## config.mk

```make
export PLATFORM = sky130hd
export DESIGN_NAME = ctd_min_ctrl
export DESIGN_NICKNAME = d
export VERILOG_FILES = /design/src/rtl/ctd_pkg.sv /design/src/rtl/bcd_dec2.sv /design/src/rtl/ctd_min_ctrl.sv
export SDC_FILE = /design/constraint.sdc
export NUM_CORES = 1
export LEC_CHECK = 0
export CORE_MARGIN = 10
export CORE_UTILIZATION = 25
export DETAILED_ROUTE_END_ITERATION = 16
export PLACE_DENSITY = 0.49
export SETUP_SLACK_MARGIN = 0.5
export SYNTH_ARGS = -nofsm -noshare
export SYNTH_HDL_FRONTEND = slang
export SYNTH_SLANG_ARGS = --single-unit
```

## constraint.sdc

```tcl
create_clock -name clk -period 4.1 [get_ports clk]
set_input_delay 0.82 -clock clk [delete_from_list [all_inputs] [get_ports clk]]
set_output_delay 0.82 -clock clk [all_outputs]
set_load 0.005 [all_outputs]
```

## src/rtl/ctd_pkg.sv

```systemverilog
// rtl/ctd_pkg.sv - shared constants for the minute countdown controller
package ctd_pkg;

  // BCD digit geometry
  localparam int                 DIGIT_W   = 4;
  localparam logic [DIGIT_W-1:0] MAX_DIGIT = 4'd9;

  // FSM state encoding
  localparam logic [1:0] ST_IDLE  = 2'b00;
  localparam logic [1:0] ST_RUN   = 2'b01;
  localparam logic [1:0] ST_PAUSE = 2'b10;
  localparam logic [1:0] ST_DONE  = 2'b11;

  // Saturate an out-of-range BCD digit to 9
  function automatic logic [DIGIT_W-1:0] clamp_digit(input logic [DIGIT_W-1:0] d);
    return (d > MAX_DIGIT) ? MAX_DIGIT : d;
  endfunction

endpackage

```

## src/rtl/bcd_dec2.sv

```systemverilog
// rtl/bcd_dec2.sv - two-digit BCD decrement with zero flag, combinational
module bcd_dec2
  import ctd_pkg::*;
(
  input  logic [2*DIGIT_W-1:0] bcd_in,
  output logic [2*DIGIT_W-1:0] bcd_out,
  output logic                 zero
);

  logic [DIGIT_W-1:0] tens;
  logic [DIGIT_W-1:0] units;

  assign tens  = bcd_in[2*DIGIT_W-1:DIGIT_W];
  assign units = bcd_in[DIGIT_W-1:0];
  assign zero  = (bcd_in == '0);

  // Units borrow from tens when at 0; 00 holds rather than wrapping to 99
  always_comb begin
    bcd_out = bcd_in;
    if (!zero) begin
      if (units == '0) begin
        bcd_out = {tens - 4'd1, MAX_DIGIT};
      end else begin
        bcd_out = {tens, units - 4'd1};
      end
    end
  end

endmodule

```

## src/rtl/ctd_min_ctrl.sv

```systemverilog
// rtl/ctd_min_ctrl.sv - minute register and run/pause/done FSM of a countdown timer
module ctd_min_ctrl
  import ctd_pkg::*;
(
  input  logic       clk,
  input  logic       rst_n,
  input  logic       start,
  input  logic       pause,
  input  logic       load_req,
  input  logic [7:0] preset_min,
  input  logic       pulse_in,
  input  logic [7:0] sec_x,
  input  logic       sec_borrow,
  output logic       cnt_en,
  output logic       load,
  output logic [7:0] min_x,
  output logic [1:0] state,
  output logic       done,
  output logic       done_pulse
);

  logic [1:0] state_q;
  logic [1:0] state_d;
  logic [7:0] min_q;
  logic [7:0] min_d;
  logic       done_pulse_q;
  logic [7:0] min_dec;
  logic       min_zero;
  logic [7:0] preset_clamped;
  logic       cnt_zero;
  logic       load_ok;
  logic       borrow_ok;
  logic [1:0] tick_gap;

  bcd_dec2 u_min_dec (
    .bcd_in  (min_q),
    .bcd_out (min_dec),
    .zero    (min_zero)
  );

  assign preset_clamped = {clamp_digit(preset_min[7:4]), clamp_digit(preset_min[3:0])};
  assign cnt_zero       = min_zero && (sec_x == 8'h00);
  // A load is honoured everywhere except while actively counting
  assign load_ok        = (state_q != ST_RUN);
  assign borrow_ok      = ((state_q == ST_RUN) || (state_q == ST_PAUSE)) && !min_zero;

  // Next-state decode; zero-detect has priority over pause while running
  always_comb begin
    state_d = state_q;
    case (state_q)
      ST_IDLE: begin
        if (!load_req && start) state_d = ST_RUN;
      end
      ST_RUN: begin
        if (cnt_zero)   state_d = ST_DONE;
        else if (pause) state_d = ST_PAUSE;
      end
      ST_PAUSE: begin
        if (load_req)   state_d = ST_IDLE;
        else if (start) state_d = ST_RUN;
      end
      ST_DONE: begin
        if (load_req)   state_d = ST_IDLE;
      end
      default: state_d = ST_IDLE;
    endcase
  end

  // Minute register next value; a load beats a simultaneous borrow
  always_comb begin
    min_d = min_q;
    if (load_req && load_ok) begin
      min_d = preset_clamped;
    end else if (sec_borrow && borrow_ok) begin
      min_d = min_dec;
    end
  end

  // State, minutes and the DONE entry strobe
  always_ff @(posedge clk or negedge rst_n) begin
    if (!rst_n) begin
      state_q      <= ST_IDLE;
      min_q        <= 8'h00;
      done_pulse_q <= 1'b0;
    end else begin
      state_q      <= state_d;
      min_q        <= min_d;
      done_pulse_q <= (state_d == ST_DONE) && (state_q != ST_DONE);
    end
  end

  // Clocks since the last seconds tick, saturating at 3, for the spacing check
  always_ff @(posedge clk or negedge rst_n) begin
    if (!rst_n) begin
      tick_gap <= 2'd3;
    end else if (pulse_in) begin
      tick_gap <= 2'd0;
    end else if (tick_gap != 2'd3) begin
      tick_gap <= tick_gap + 2'd1;
    end
  end

  tick_spacing_a: assert property (@(posedge clk) disable iff (!rst_n)
    pulse_in |-> (tick_gap >= 2'd2));

  assign cnt_en     = (state_q == ST_RUN);
  assign load       = (state_q != ST_RUN);
  assign min_x      = min_q;
  assign state      = state_q;
  assign done       = (state_q == ST_DONE);
  assign done_pulse = done_pulse_q;

endmodule
```

==> results.ini <==
[routing]
wl_met1_mm=1.16
detail-route-antenna-nets=0
avgRoutedWirePerCell_um=14.8
vias=822
initialDrtViolationCount=54
routed_wl_mm=2.55
routed_via_density=4.75
remaining_drc_errors=0
dr.pass1.iters=4
wl_met3_um=183
maxUsedRoutingLayer=met4
wl_met2_mm=1.20

[sta]
finalClockSkew_ps=0.867
setup_viol=0
fmax_ghz=0.395
fin_tns_setup_ps=0
rsz0062_at_grt=no
tightestPinTransition_ps=714
min_period_over_period_pct=61.8
hold_violations=0
max-slew-margin-rel_pct=52.2
layout_min_cycle_time_ps=2530
drv_slew=0

[global_route]
grt_pass1_vias=904
overflow=0
antenna_found_initial=0
track_usage_pct=9.04
grt_max_degree=12
grt_pass1_wl_mm=4.49

[power_and_ir_drop]
p_switching_mw=0.274
power.combinational.fraction_pct=57.3
internal_power_mw=0.390
p_seq_share_pct=31.2
p_leak_nw=0.467
powerDensity_nw_per_um2=533
clock_power_share_pct=11.5
swShare_pct=41.3
peakVddDrop_uv=188

[clock_network]
cts_root_buf=clkbuf_4
ctsResizeCount=0
cts_setup_buffers=0
cts_tree=done
h-tree-depth=1
cts.sinks=11
clock_latency_ps=260
cts.clk_slew.worst_paths_ps=80
postCtsHoldBufs=0
cts_buffers=3
ctsLongestPathBuffers=2

[critical_path]
path_cells=inv_1 > ha_1 > inv_2 > clkdlybuf4s50_1
endpoint_kind=primary output
path_class=flop to primary output
rrSetupSlack_ps=2180
critical_path.top_delay_family=buffers and inverters
worst-r2r-cell-count=6
r2r_start=state[0]$_DFF_PN0_
arrival_ps=1710
timing.critical_path.buf_inv=3
setup.worst_path.start_class=flop
cp.required_ps=3280
cp_slowest_cell=clkdlybuf4s50_1
worst_r2r_endpoint=done_pulse$_DFF_PN0_
max_stage_delay_ps=520
worstPathMaxFanout=7

[flow_run]
max_cap_violations=0

[floorplanning]
io-pin-count=37
die_h_um=77.3
die_area_um2=5970
start_util_pct=26.4
rows=20
die_w_um=77.3
core_area_um2=3100

[layout]
fin_cells=173
final_common_cell=clkdlybuf4s50_1
nNetsFinal=158
n_fill_cell=343
area_growth_pct=52.1
layout-drive-gt1-share_pct=10.1
n_antenna_cell=0
final_cell_mix=clkdlybuf4s50_1 (35), dfrtp_1 (11), a21oi_1 (7), o21ai_1 (7), nor2_1 (6)

[placed_design]
gp_congestion=0.764
io_buffers=35
dp_hpwl_mm=2.12
dp.cells=169

[min_path]
holdCritPathClass=flop to flop
min_from=min_x[7]$_DFFE_PN0P_
hold_depth=2
min_to=min_x[7]$_DFFE_PN0P_

[synth]
ys_warn_count=0
synth.distinct_cells=36
syn_nets=119
synthCells=91
synthTopCellsByArea=dfrtp_1 (34%), ha_1 (7.6%), nand3b_1 (4.6%), a21oi_1 (4.3%), o21ai_1 (4.3%)
synth_seq_cells=11
synth-seq-area-share_pct=33.6
yosysTopAreaCellShare_pct=33.6
syn_avg_cell_area_um2=9.01
synth_area_leader_cell=dfrtp_1
syn_area_um2=820

[run_status]
outcome=finished clean

flip-flops by register name, indices dropped and copies added, names as in the netlist:
signal      count
state           2
min_x           8
done_pulse      1
power by group through the flow:
stage               sequential, mW  combinational (mW)  clock, mW
finish                       0.207               0.381     0.0765
CTS                          0.208               0.387     0.0796
global route                 0.220               0.431     0.0859
detailed placement           0.209               0.386          0
global placement             0.210               0.381          0
floorplan                    0.201               0.212          0
metal layers:
layer,vias to the layer above,GRT usage [%]
li1,416,-
met1,380,10.7
met2,24,14.8
met3,2,3.61
met4,0,2.19
met5,-,0
stage by stage:
step | worst slack (ps) | instance area [um^2] | util [%] | total power [mW] | hold WS, ps
3_5_place_dp | 1720 | 1220 | 39.3 | 0.595 | 604
6_report | 1570 | 1250 | 40.2 | 0.664 | 607
2_1_floorplan | 2400 | 820 | - | 0.412 | 524
4_1_cts | 1530 | 1250 | 40.2 | 0.675 | 615
3_3_place_gp | 1740 | 1220 | 39.3 | 0.591 | 592
5_1_grt | 1440 | 1250 | 40.2 | 0.737 | 656
cell families after synthesis:
kind of cell,count (synthesis),synth area share (%)
and+or+nand+nor,38,29.8
AOI/OAI and AO/OA,27,21.7
DFF,11,33.6
buffers and inverters,7,3.36
adders and majority gates,5,7.63
xor gates and xnor gates,2,2.14
muxes,1,1.83
worst min-delay path, delay by kind of cell (launching register included):
family	cells	cell delay [ps]
flops	1	430
simple gates	1	70
compound gates	1	70
cell type report:
class                           instances  area [um^2]  share of cell area, %
Clock buffer                            4         26.3                   2.11
Sequential cell                        11          275                   22.1
Timing Repair Buffer                   35          350                   28.1
Multi-Input combinational cell         73          517                   41.5
Inverter                                6         22.5                   1.81
Tap cell                               44         55.1                   4.42
cell usage after synthesis:
cell	instances
a211oi_1	1
a21boi_0	1
a21o_1	1
a21oi_1	7
a221oi_2	2
a22oi_1	1
a31oi_1	2
and4_1	1
and4bb_4	1
buf_2	1
dfrtp_1	11
ha_1	5
inv_1	5
inv_2	1
mux2_4	1
nand2_1	4
nand2b_1	4
nand3_2	2
nand3b_1	5
nand4_1	2
nor2_1	6
nor2_2	1
nor2b_1	1
nor3_1	4
nor3b_1	1
nor4_1	3
nor4_2	1
o21ai_0	2
o21ai_1	7
o21ai_2	1
o31ai_1	1
o32ai_1	1
or3_1	1
or3b_1	1
xnor2_1	1
xor2_1	1
worst max-delay path by stage:
stage,from,endpoint,cells past startpoint
6_report,state[1]$_DFF_PN0_,load,4
5_1_grt,state[1]$_DFF_PN0_,load,4
4_1_cts,state[1]$_DFF_PN0_,load,4
3_5_place_dp,load_req,min_x[5]$_DFFE_PN0P_,5
3_3_place_gp,load_req,min_x[5]$_DFFE_PN0P_,5
2_1_floorplan,sec_x[1],done_pulse$_DFF_PN0_,4
No activity file was read; power rests on OpenSTA's default activity.
